--- src/rtl/fc_pkg.sv ---
// Shared types and constants for the fault-countermeasure voter.
package fc_pkg;

  typedef enum logic [1:0] {
    ST_IDLE    = 2'd0,
    ST_COLLECT = 2'd1,
    ST_VOTE    = 2'd2,
    ST_HOLD    = 2'd3
  } fc_state_e;

  localparam int FC_SKEW_DEF = 8;
  localparam int FC_CW_DEF   = 8;

  // Bits needed to hold values 0..v-1 (minimum 1).
  function automatic int clog2(input int v);
    int r;
    r = 1;
    while ((1 << r) < v) r++;
    return r;
  endfunction

endpackage

--- src/rtl/fc_bit_majority.sv ---
// Combinational bitwise majority across NREP replicated words of width W.
module fc_bit_majority
  import fc_pkg::*;
#(
  parameter int W    = 8,
  parameter int NREP = 3
) (
  input  logic [NREP*W-1:0] vec_i,
  output logic [W-1:0]      maj_o
);

  function automatic logic col_major(input logic [NREP*W-1:0] v, input int b);
    int ones;
    ones = 0;
    for (int i = 0; i < NREP; i++) ones += int'(v[i*W+b]);
    return (ones > NREP / 2);
  endfunction

  always_comb begin
    maj_o = '0;
    for (int b = 0; b < W; b++) maj_o[b] = col_major(vec_i, b);
  end

endmodule

--- src/rtl/fc_vote_seq.sv ---
// Sequential N-way redundancy voter with skew window and fault masking.
// Optional macro FC_FAULT_CNT_EN adds the saturating fault counter.
//
// state   | meaning
// IDLE    | waiting for start
// COLLECT | capturing replica results inside the skew window
// VOTE    | one-cycle bitwise vote, outputs registered
// HOLD    | result presented until out_ack
module fc_vote_seq
  import fc_pkg::*;
#(
  parameter int NREP   = 3,
  parameter int Y      = 40,
  parameter int T      = 128,
  parameter int QUORUM = NREP / 2 + 1,
  parameter int SKEW   = FC_SKEW_DEF,
  parameter int CW     = FC_CW_DEF
) (
  input  logic              clk,
  input  logic              rst,
  input  logic              start,
  input  logic [NREP-1:0]   rep_ready,
  input  logic [NREP*Y-1:0] rep_ct,
  input  logic [NREP*T-1:0] rep_tag,
  input  logic [Y-1:0]      random_fault_ct,
  input  logic [T-1:0]      random_fault_tag,
  input  logic              out_ack,
  output logic [Y-1:0]      cipher_text,
  output logic [T-1:0]      tag,
  output logic              encryption_ready,
  output logic              fault_detect,
  output logic              skew_timeout,
  output logic [CW-1:0]     fault_count
);

  localparam int SKW = clog2(SKEW + 1);
  localparam int MW  = clog2(NREP + 1);

  fc_state_e         state_q, state_d;
  logic [NREP-1:0]   cap_q, cap_d, new_cap;
  logic [NREP*Y-1:0] cap_ct_q, cap_ct_d;
  logic [NREP*T-1:0] cap_tag_q, cap_tag_d;
  logic [SKW-1:0]    win_q, win_d;
  logic [Y-1:0]      ct_q, maj_ct;
  logic [T-1:0]      tag_q, maj_tag;
  logic              fd_q, to_q;
  logic [MW-1:0]     match;
  logic              vote_fault, vote_ok, win_end;

  assign new_cap = rep_ready & ~cap_q;
  assign win_end = (win_q == SKW'(SKEW));

  always_ff @(posedge clk or negedge rst) begin
    if (!rst) state_q <= ST_IDLE;
    else      state_q <= state_d;
  end

  always_comb begin
    state_d = state_q;
    case (state_q)
      ST_IDLE:    if (start) state_d = ST_COLLECT;
      ST_COLLECT: if ((&cap_d) || win_end) state_d = ST_VOTE;
      ST_VOTE:    state_d = ST_HOLD;
      ST_HOLD:    if (out_ack) state_d = ST_IDLE;
      default:    state_d = ST_IDLE;
    endcase
  end

  always_comb begin
    encryption_ready = (state_q == ST_HOLD);
  end

  // Window counter is idle at 0 until the first capture, then counts 1..SKEW.
  always_comb begin
    cap_d     = cap_q;
    cap_ct_d  = cap_ct_q;
    cap_tag_d = cap_tag_q;
    win_d     = win_q;
    if (state_q == ST_IDLE && start) begin
      cap_d     = '0;
      cap_ct_d  = '0;
      cap_tag_d = '0;
      win_d     = '0;
    end else if (state_q == ST_COLLECT) begin
      for (int i = 0; i < NREP; i++) begin
        if (new_cap[i]) begin
          cap_ct_d[i*Y +: Y]  = rep_ct[i*Y +: Y];
          cap_tag_d[i*T +: T] = rep_tag[i*T +: T];
        end
      end
      cap_d = cap_q | new_cap;
      if ((win_q != '0 || new_cap != '0) && !win_end) win_d = win_q + SKW'(1);
    end
  end

  fc_bit_majority #(.W(Y), .NREP(NREP)) u_maj_ct (
    .vec_i (cap_ct_q),
    .maj_o (maj_ct)
  );

  fc_bit_majority #(.W(T), .NREP(NREP)) u_maj_tag (
    .vec_i (cap_tag_q),
    .maj_o (maj_tag)
  );

  always_comb begin
    match = '0;
    for (int i = 0; i < NREP; i++) begin
      if (cap_q[i] && cap_ct_q[i*Y +: Y] == maj_ct && cap_tag_q[i*T +: T] == maj_tag)
        match = match + MW'(1);
    end
  end

  assign vote_fault = (match != MW'(NREP));
  assign vote_ok    = (match >= MW'(QUORUM));

  always_ff @(posedge clk or negedge rst) begin
    if (!rst) begin
      cap_q     <= '0;
      cap_ct_q  <= '0;
      cap_tag_q <= '0;
      win_q     <= '0;
      ct_q      <= '0;
      tag_q     <= '0;
      fd_q      <= 1'b0;
      to_q      <= 1'b0;
    end else begin
      cap_q     <= cap_d;
      cap_ct_q  <= cap_ct_d;
      cap_tag_q <= cap_tag_d;
      win_q     <= win_d;
      if (state_q == ST_IDLE && start) to_q <= 1'b0;
      if (state_q == ST_COLLECT && state_d == ST_VOTE && !(&cap_d)) to_q <= 1'b1;
      if (state_q == ST_VOTE) begin
        ct_q  <= vote_ok ? maj_ct  : random_fault_ct;
        tag_q <= vote_ok ? maj_tag : random_fault_tag;
        fd_q  <= vote_fault;
      end
    end
  end

  assign cipher_text  = ct_q;
  assign tag          = tag_q;
  assign fault_detect = fd_q;
  assign skew_timeout = to_q;

`ifdef FC_FAULT_CNT_EN
  logic [CW-1:0] fcnt_q;

  always_ff @(posedge clk or negedge rst) begin
    if (!rst) fcnt_q <= '0;
    else if (state_q == ST_VOTE && vote_fault && fcnt_q != '1) fcnt_q <= fcnt_q + CW'(1);
  end

  assign fault_count = fcnt_q;
`else
  assign fault_count = '0;
`endif

endmodule

--- config.mk ---
export PLATFORM = sky130hd
export DESIGN_NAME = fc_vote_seq
export DESIGN_NICKNAME = d
export VERILOG_FILES = /design/src/rtl/fc_pkg.sv /design/src/rtl/fc_bit_majority.sv /design/src/rtl/fc_vote_seq.sv
export SDC_FILE = /design/constraint.sdc
export NUM_CORES = 2
export LEC_CHECK = 0
export CORE_AREA = 4 4 333 335
export DETAILED_ROUTE_END_ITERATION = 10
export DIE_AREA = 0 0 337 339
export PLACE_DENSITY = 0.54
export SYNTH_ARGS = -nofsm -noshare
export SYNTH_HDL_FRONTEND = slang
export SYNTH_SLANG_ARGS = --single-unit
export TNS_END_PERCENT = 50
--- constraint.sdc ---
create_clock -name clk -period 5 [get_ports clk]
set_input_delay 1.5 -clock clk [delete_from_list [all_inputs] [get_ports clk]]
set_output_delay 1.5 -clock clk [all_outputs]
set_load 0.1 [all_outputs]
# Yosys cells after proc, flatten, opt, wreduce, memory -nomap -nowiden
# Index checks and enable logic that the tools add are counted.
[op_classes]
bitwise_logic = 3
n_reduce_logical = 28
n_mux = 26
addsub = 339
eq_ne = 12
order_cmp = 169
[op_table]
columns = ["op", "count"]
rows = [
  ["adder 32 x 2 -> 32 bit", 168],
  ["> comparator 32 x 2 -> 1 bit (second input constant)", 168],
  ["2-to-1 mux 384 bit", 2],
  ["2-to-1 mux 128 bit", 4],
  ["equality test 128 bit", 3],
  ["adder 1 x 1 -> 2 bit", 168],
  ["2-to-1 mux 120 bit", 2],
  ["2-to-1 mux 40 bit", 4],
  ["equality test 40 bit", 3],
  ["2-to-1 mux 4 bit", 3],
  ["nonzero test 2 bit", 6],
  ["logical AND 1 bit", 10],
  ["2-to-1 mux 2 bit", 5],
  ["case mux 2 bit (4 select lines)", 1],
  ["AND reduction 2 bit", 4],
  ["equality test 2 bit (second input constant)", 3],
  ["2-to-1 mux 3 bit", 2],
  ["adder 4 x 1 -> 4 bit (second input constant)", 1],
  ["equality test 4 bit (second input constant)", 1],
  ["nonzero test 4 bit", 1],
  ["bitwise AND 3 bit", 1],
  ["2-to-1 mux 1 bit", 3],
  ["NOT 3 bit", 1],
  ["OR 3 bit", 1],
  ["10 further kinds", 12],
]
[word_totals]
elab_cells = 590
ff_bits = 683

# Longest topological paths before layout
[logic_depth]
ltp_word = 13
depth_mapped = 17
ltp_nobuf = 13

# Cells and area by module
# Synthesis repeated with hierarchy kept, for this count alone.
[unflattened]
hier_cells = 3991
hier_area_um2 = 36976.7
[by_module_without_submodules]
columns = ["module", "instances", "cells_each", "area_each_um2", "seq_area_each_um2"]
rows = [
  ["fc_vote_seq", 1, 3655, 33613.5, 17091.4],
  ["fc_bit_majority (u_maj_tag)", 1, 256, 2562.5, 0.0],
  ["fc_bit_majority (u_maj_ct)", 1, 80, 800.8, 0.0],
]

# Worst setup path after synthesis
# No wires, ideal clock.
[synth_timing]
path_kind = "register to register"
start = "register cap_tag_q[62]"
end = "register ct_q[17] (netlist: cipher_text[17])"
setup_slack_ps = 1200
t_required_ps = 4920
arrival_ps = 3720
stages_incl_launch_ff = 17
cell_sequence = "dfrtp_1 > ha_1 > a21oi_1 > o22ai_1 > a2111oi_0 > nand4_1 > nor4_1 > nand4_1 > or4_1 > ha_1 > and4_1 > buf_2 > or3_1 > buf_2 > buf_6 > buf_6 > o211ai_2"
[synth_via]
elab_chain_cells = 12
elab_cells_between_ends = 16
classes_between = "4 x add/sub; 2 x order compare; 3 x eq/ne; 4 x mux; 3 x reduce/logical"
[synth_rtl]
columns = ["element", "line", "text"]
rows = [
  ["start, declared", "fc_vote_seq.sv:42", "logic [NREP*T-1:0] cap_tag_q, cap_tag_d;"],
  ["start signal, assigned", "fc_vote_seq.sv:130", "cap_tag_q <= cap_tag_d;"],
  ["adder 1 x 1 -> 2 bit", "fc_bit_majority.sv:15", "for (int i = 0; i < NREP; i++) ones += int'(v[i*W+b]);"],
  ["adder 32 x 2 -> 32 bit", "fc_bit_majority.sv:15", ""],
  ["> comparator 32 x 2 -> 1 bit", "fc_bit_majority.sv:16", "return (ones > NREP / 2);"],
  ["equality test 128 bit", "fc_vote_seq.sv:109", "if (cap_q[i] && cap_ct_q[i*Y +: Y] == maj_ct && cap_tag_q[i*T +: T] == maj_tag)"],
  ["logical AND 1 bit", "fc_vote_seq.sv:109", ""],
  ["2-to-1 mux 1 bit", "fc_vote_seq.sv:109", ""],
  ["adder 1 x 1 -> 2 bit", "fc_vote_seq.sv:110", "match = match + MW'(1);"],
  ["2-to-1 mux 2 bit", "fc_vote_seq.sv:109", ""],
  ["adder 2 x 1 -> 2 bit", "fc_vote_seq.sv:110", ""],
  ["2-to-1 mux 2 bit *", "fc_vote_seq.sv:109", ""],
  [">= comparator 2 bit *", "fc_vote_seq.sv:115", "assign vote_ok = (match >= MW'(QUORUM));"],
  ["2-to-1 mux 40 bit *", "fc_vote_seq.sv:135", "ct_q <= vote_ok ? maj_ct : random_fault_ct;"],
  ["end signal, assigned", "fc_vote_seq.sv:135", ""],
  ["end, declared", "fc_vote_seq.sv:44", "logic [Y-1:0] ct_q, maj_ct;"],
]
# Mark *: on every way between the ends. The rest lies on a longest branch, timed or not.
# A chain may end at the register's enable or synchronous reset.

# Final worst setup path
[layout_timing]
start = "register cap_tag_q[13]"
end = "register tag_q[14] (netlist: tag[14])"
[layout_via]
elab_chain_cells = 12
elab_cells_between_ends = 16
classes_between = "4 x add/sub; 2 x order compare; 3 x eq/ne; 4 x mux; 3 x reduce/logical"
[layout_rtl]
columns = ["element", "line", "text"]
rows = [
  ["adder 1 x 1 -> 2 bit", "fc_bit_majority.sv:15", ""],
  ["adder 32 x 2 -> 32 bit", "fc_bit_majority.sv:15", ""],
  ["> comparator 32 x 2 -> 1 bit", "fc_bit_majority.sv:16", ""],
  ["equality test 128 bit", "fc_vote_seq.sv:109", ""],
  ["logical AND 1 bit", "fc_vote_seq.sv:109", ""],
  ["2-to-1 mux 1 bit", "fc_vote_seq.sv:109", ""],
  ["adder 1 x 1 -> 2 bit", "fc_vote_seq.sv:110", ""],
  ["2-to-1 mux 2 bit", "fc_vote_seq.sv:109", ""],
  ["adder 2 x 1 -> 2 bit", "fc_vote_seq.sv:110", ""],
  ["2-to-1 mux 2 bit *", "fc_vote_seq.sv:109", ""],
  [">= comparator 2 bit *", "fc_vote_seq.sv:115", ""],
  ["2-to-1 mux 128 bit *", "fc_vote_seq.sv:136", "tag_q <= vote_ok ? maj_tag : random_fault_tag;"],
  ["end signal, assigned", "fc_vote_seq.sv:136", ""],
  ["end, declared", "fc_vote_seq.sv:45", "logic [T-1:0] tag_q, maj_tag;"],
]
# Marks and branches as above.

==> summary.txt <==
Clocking
  • CTS Buf Count: 80
  • CTS max path bufs: 3
  • CTS tree: yes
  • Hold-fix buffers at CTS: 0
  • Post-CTS setup buffer count: 0
  • Clk root buf: clkbuf_16
  • Clock-pin slew on the worst setup and hold paths: 60 ps
  • H-tree lvl count: 3
  • Num Clock Sinks: 683
  • Clock insertion delay at the later pin of the skew report: 690 ps

Power
  • Flop pwr share: 23.8%
  • Cell Pwr Density: 964.8 nW/µm²
  • Switch share: 55.46%
  • P_leak: 23.42 nW
  • Logic pwr share: 63.8%
  • Clk network pwr share: 12.4%
  • Total power draw: 50.81 mW
  • VDD IR max: 0.0006256 V
  • Psw: 28.18 mW
  • Int Pwr: 22.63 mW

Worst setup path
  • Crit-path cells: ha_1, a21oi_1, nor2_1, a21oi_1, nand4_1, nor4_1, buf_4, nand3_1, or4_1, ha_1, and4_4, buf_4, o211ai_1, o211ai_2
  • Req. time, crit path: 5530 ps
  • Crit path max fanout: 71
  • WS Path Type: reg -> reg
  • Bufs and invs on worst path: 2
  • Startpoint types: flip-flop
  • CP top delay family: compound AO/OA/AOI/OAI gates
  • CP arrival: 5580 ps
  • CP max stage delay: 920 ps
  • Critical Path Slowest Stage Cell: a21oi_1
  • Kind of end point of the critical path: flip-flop

Logic synthesis
  • Post-synth cell types: 49
  • Synth Area in Simple Gates: 9.769%
  • Post-synth EDFFs: 0
  • Synth Area in XOR/XNOR: 5.103%
  • Synth Area in Adders: 5.999%
  • Ranking of synthesized cells by area: dfrtp_1, a22o_1, ha_1, o211ai_1, o211ai_2
  • Ys Warns: 0
  • Sequential area share after synthesis: 47.64%
  • Largest family of logic cells by synthesized area: compound AO/OA/AOI/OAI gates
  • Complex-gate fraction of the synthesized area: 28.01%
  • Syn avg cell area: 10.83 µm²
  • Top cells by instance count after synthesis: dfrtp_1, a22o_1, o211ai_1, a21oi_1, nand2_1
  • Post-synth ARST share: 100.0%
  • FF+latch count, synth: 683
  • Cells after synthesis: 3311
  • Mapped Area: 35870 µm²
  • Synth top area share: 47.64%
  • Mux cell area share after synthesis: 0.02790%
  • Synth Flop Type: dfrtp_1
  • Top-count cell post-synth: dfrtp_1
  • Largest area contributor in the netlist: dfrtp_1

Global route
  • First-pass GRT wire length: 344.9 mm
  • Largest net degree at the start of global routing: 92
  • Total global-route track usage: 44.84%
  • Vias in the first global route: 37000
  • Remaining Overflow, GRT: 0
  • Initial antenna violation count: 32

Die
  • I/O pins: 858
  • Die height: 339 µm
  • FP Rows: 121
  • Initial core utilization: 33.19%
  • Core Footprint: 108100 µm²
  • Die ar.: 114200 µm²
  • Chip width: 337 µm

STA
  • Relative slew slack: 3.030%
  • Final hold vios: 0
  • Final Cycle Share: 101.0%
  • Least-Margin Pin Slew: 1451 ps
  • Hold slack: 490.3 ps
  • Post-Route Skew: 35.27 ps
  • PnR worst setup slack: -48.77 ps
  • Setup violators final: 14
  • Total negative slack: -341.2 ps
  • FMAX: 0.1981 GHz
  • Max-slew violations: 0
  • Min Tclk post-route: 5049 ps
  • Unrepaired setup endpoints after global routing: no

Drt
  • DR WL/cell: 43.39 µm
  • Total Wirelength: 263.1 mm
  • ANT nets after route: 0
  • Initial drt markers: 4932
  • DR DRC count: 0
  • TritonRoute pass-1 iters: 8
  • Via density: 6.290
  • Via Count: 38140

Final layout
  • Fill cell count: 10170
  • Area growth syn-to-layout: 46.80%
  • Layout Cells excl Fill: 6063
  • Share of post-route cells with drive strength above 1: 17.39%
  • Final net count: 5422

Placed design
  • RePlAce Congestion: 1.111
  • Detailed placement HPWL: 217.6 mm
  • Port Buffers: 849
  • Placed Cells: 5903

Job
  • Max-cap check violation count: 0

Hold path
  • Hold crit path type: reg -> reg

Run status
  • Failing checks: setup timing
  • Status: finished, violations left
[layout make-up]
type	count	area, µm²	area share (%)
Timing Repair Buffer	1383	12930	24.56
Tap cell	1414	1769	3.360
Inverter	79	296.5	0.5631
Multi-Input combinational cell	2344	17780	33.76
Antenna cell	15	37.54	0.07128
Clock buffer	116	2412	4.581
Sequential cell	683	17090	32.46
Clock inverter	29	339.1	0.6439
[stage by stage]
| step | area (µm²) | worst slack, ps | util [%] |
|---|---|---|---|
| 3_5_place_dp | 49820 | 1.455 | 46.09 |
| 4_1_cts | 52570 | 4.329 | 48.64 |
| 3_3_place_gp | 49820 | -115.1 | 46.09 |
| 2_1_floorplan | 35900 | 1200 | - |
| 5_1_grt | 52630 | 10.55 | 48.69 |
| 6_report | 52660 | -48.77 | 48.72 |
[what timing repair did]
action                                  CTS  global route
endpoints found under the hold margin     0             0
endpoints found under the setup margin    0           168
gates resized for setup                   0            12
[kinds of logic (layout without fill, tap and decap cells)]
kind of cell | Yosys count | after routing
AO/OA/AOI/OAI | 1270 | 1270
AND/OR/NAND/NOR | 684 | 684
flip-flops | 683 | 683
buffers and inverters | 291 | 1607
XOR/XNOR | 209 | 209
adder cells (fa/ha/maj) | 172 | 172
other | 1 | 23
multiplexers | 1 | 1
[tightest hold or removal path: stages (launching register included)]
cell and delay, ps:
dfrtp_1 340, nand2_1 60, o211ai_2 50
[state kept, by name (all words and copies together) (netlist names)]
name	flops
cap_ct_q	120
cap_q	3
cap_tag_q	384
cipher_text	40
fault_detect	1
skew_timeout	1
state_q	2
tag	128
win_q	4
[cells in the final DEF (no fill, tap or decap), types with 8 or more instances in the layout]
master and n:
a21oi_2 14, clkinv_2 11, nor3_1 16, a22oi_1 24, buf_4 501, nand3_1 11, nor4_1 48, a211oi_1 9
nor2b_1 77, clkbuf_16 84, a221oi_1 21, dfrtp_1 683, nor2_1 120, o2111ai_1 16, conb_1 8, nor3b_1 72
nand2b_1 30, nand4_1 64, xor2_1 91, clkdlybuf4s50_1 847, o211ai_1 236, a21oi_1 219, inv_1 79, o211ai_2 100
diode_2 15, clkbuf_8 19, a22o_1 505, o21ai_0 33, o22ai_1 40, nand2_1 219, xnor2_1 117, a2111oi_0 22
buf_12 34, clkbuf_1 13, ha_1 172
[final timing paths]
check                      cells past startpoint                         end                 startpoint  slack, ps
max reg2reg                                   14         tag[14]$_DFFE_PN0P_  cap_tag_q[13]$_DFFE_PN0P_        -50
min                                            2        tag[116]$_DFFE_PN0P_       tag[116]$_DFFE_PN0P_        490
max                                           14         tag[14]$_DFFE_PN0P_  cap_tag_q[13]$_DFFE_PN0P_        -50
min in group asynchronous                      1  cipher_text[5]$_DFFE_PN0P_                        rst        870
min reg2reg                                    2        tag[116]$_DFFE_PN0P_       tag[116]$_DFFE_PN0P_        490
max in group asynchronous                      2  cap_tag_q[127]$_DFFE_PN0P_                        rst       3010
[metal layers]
metal | vias up | wire length [µm] | GRT usage [%]
li1 | 15280 | - | -
met1 | 19760 | 105800 | 58.99
met2 | 2535 | 114500 | 67.79
met3 | 544 | 26080 | 11.72
met4 | 24 | 16550 | 23.26
met5 | - | 159 | 0
[power groups by stage]
stage          combinational (mW)  sequential, mW  clock [mW]
2_1_floorplan                10.1            15.3           0
3_3_place_gp                 31.2            12.0           0
3_5_place_dp                 31.2            11.9           0
4_1_cts                      31.3            11.9        6.31
5_1_grt                      32.7            12.2        6.53
6_report                     32.4            12.1        6.29
(Power assumes the default switching activity.)
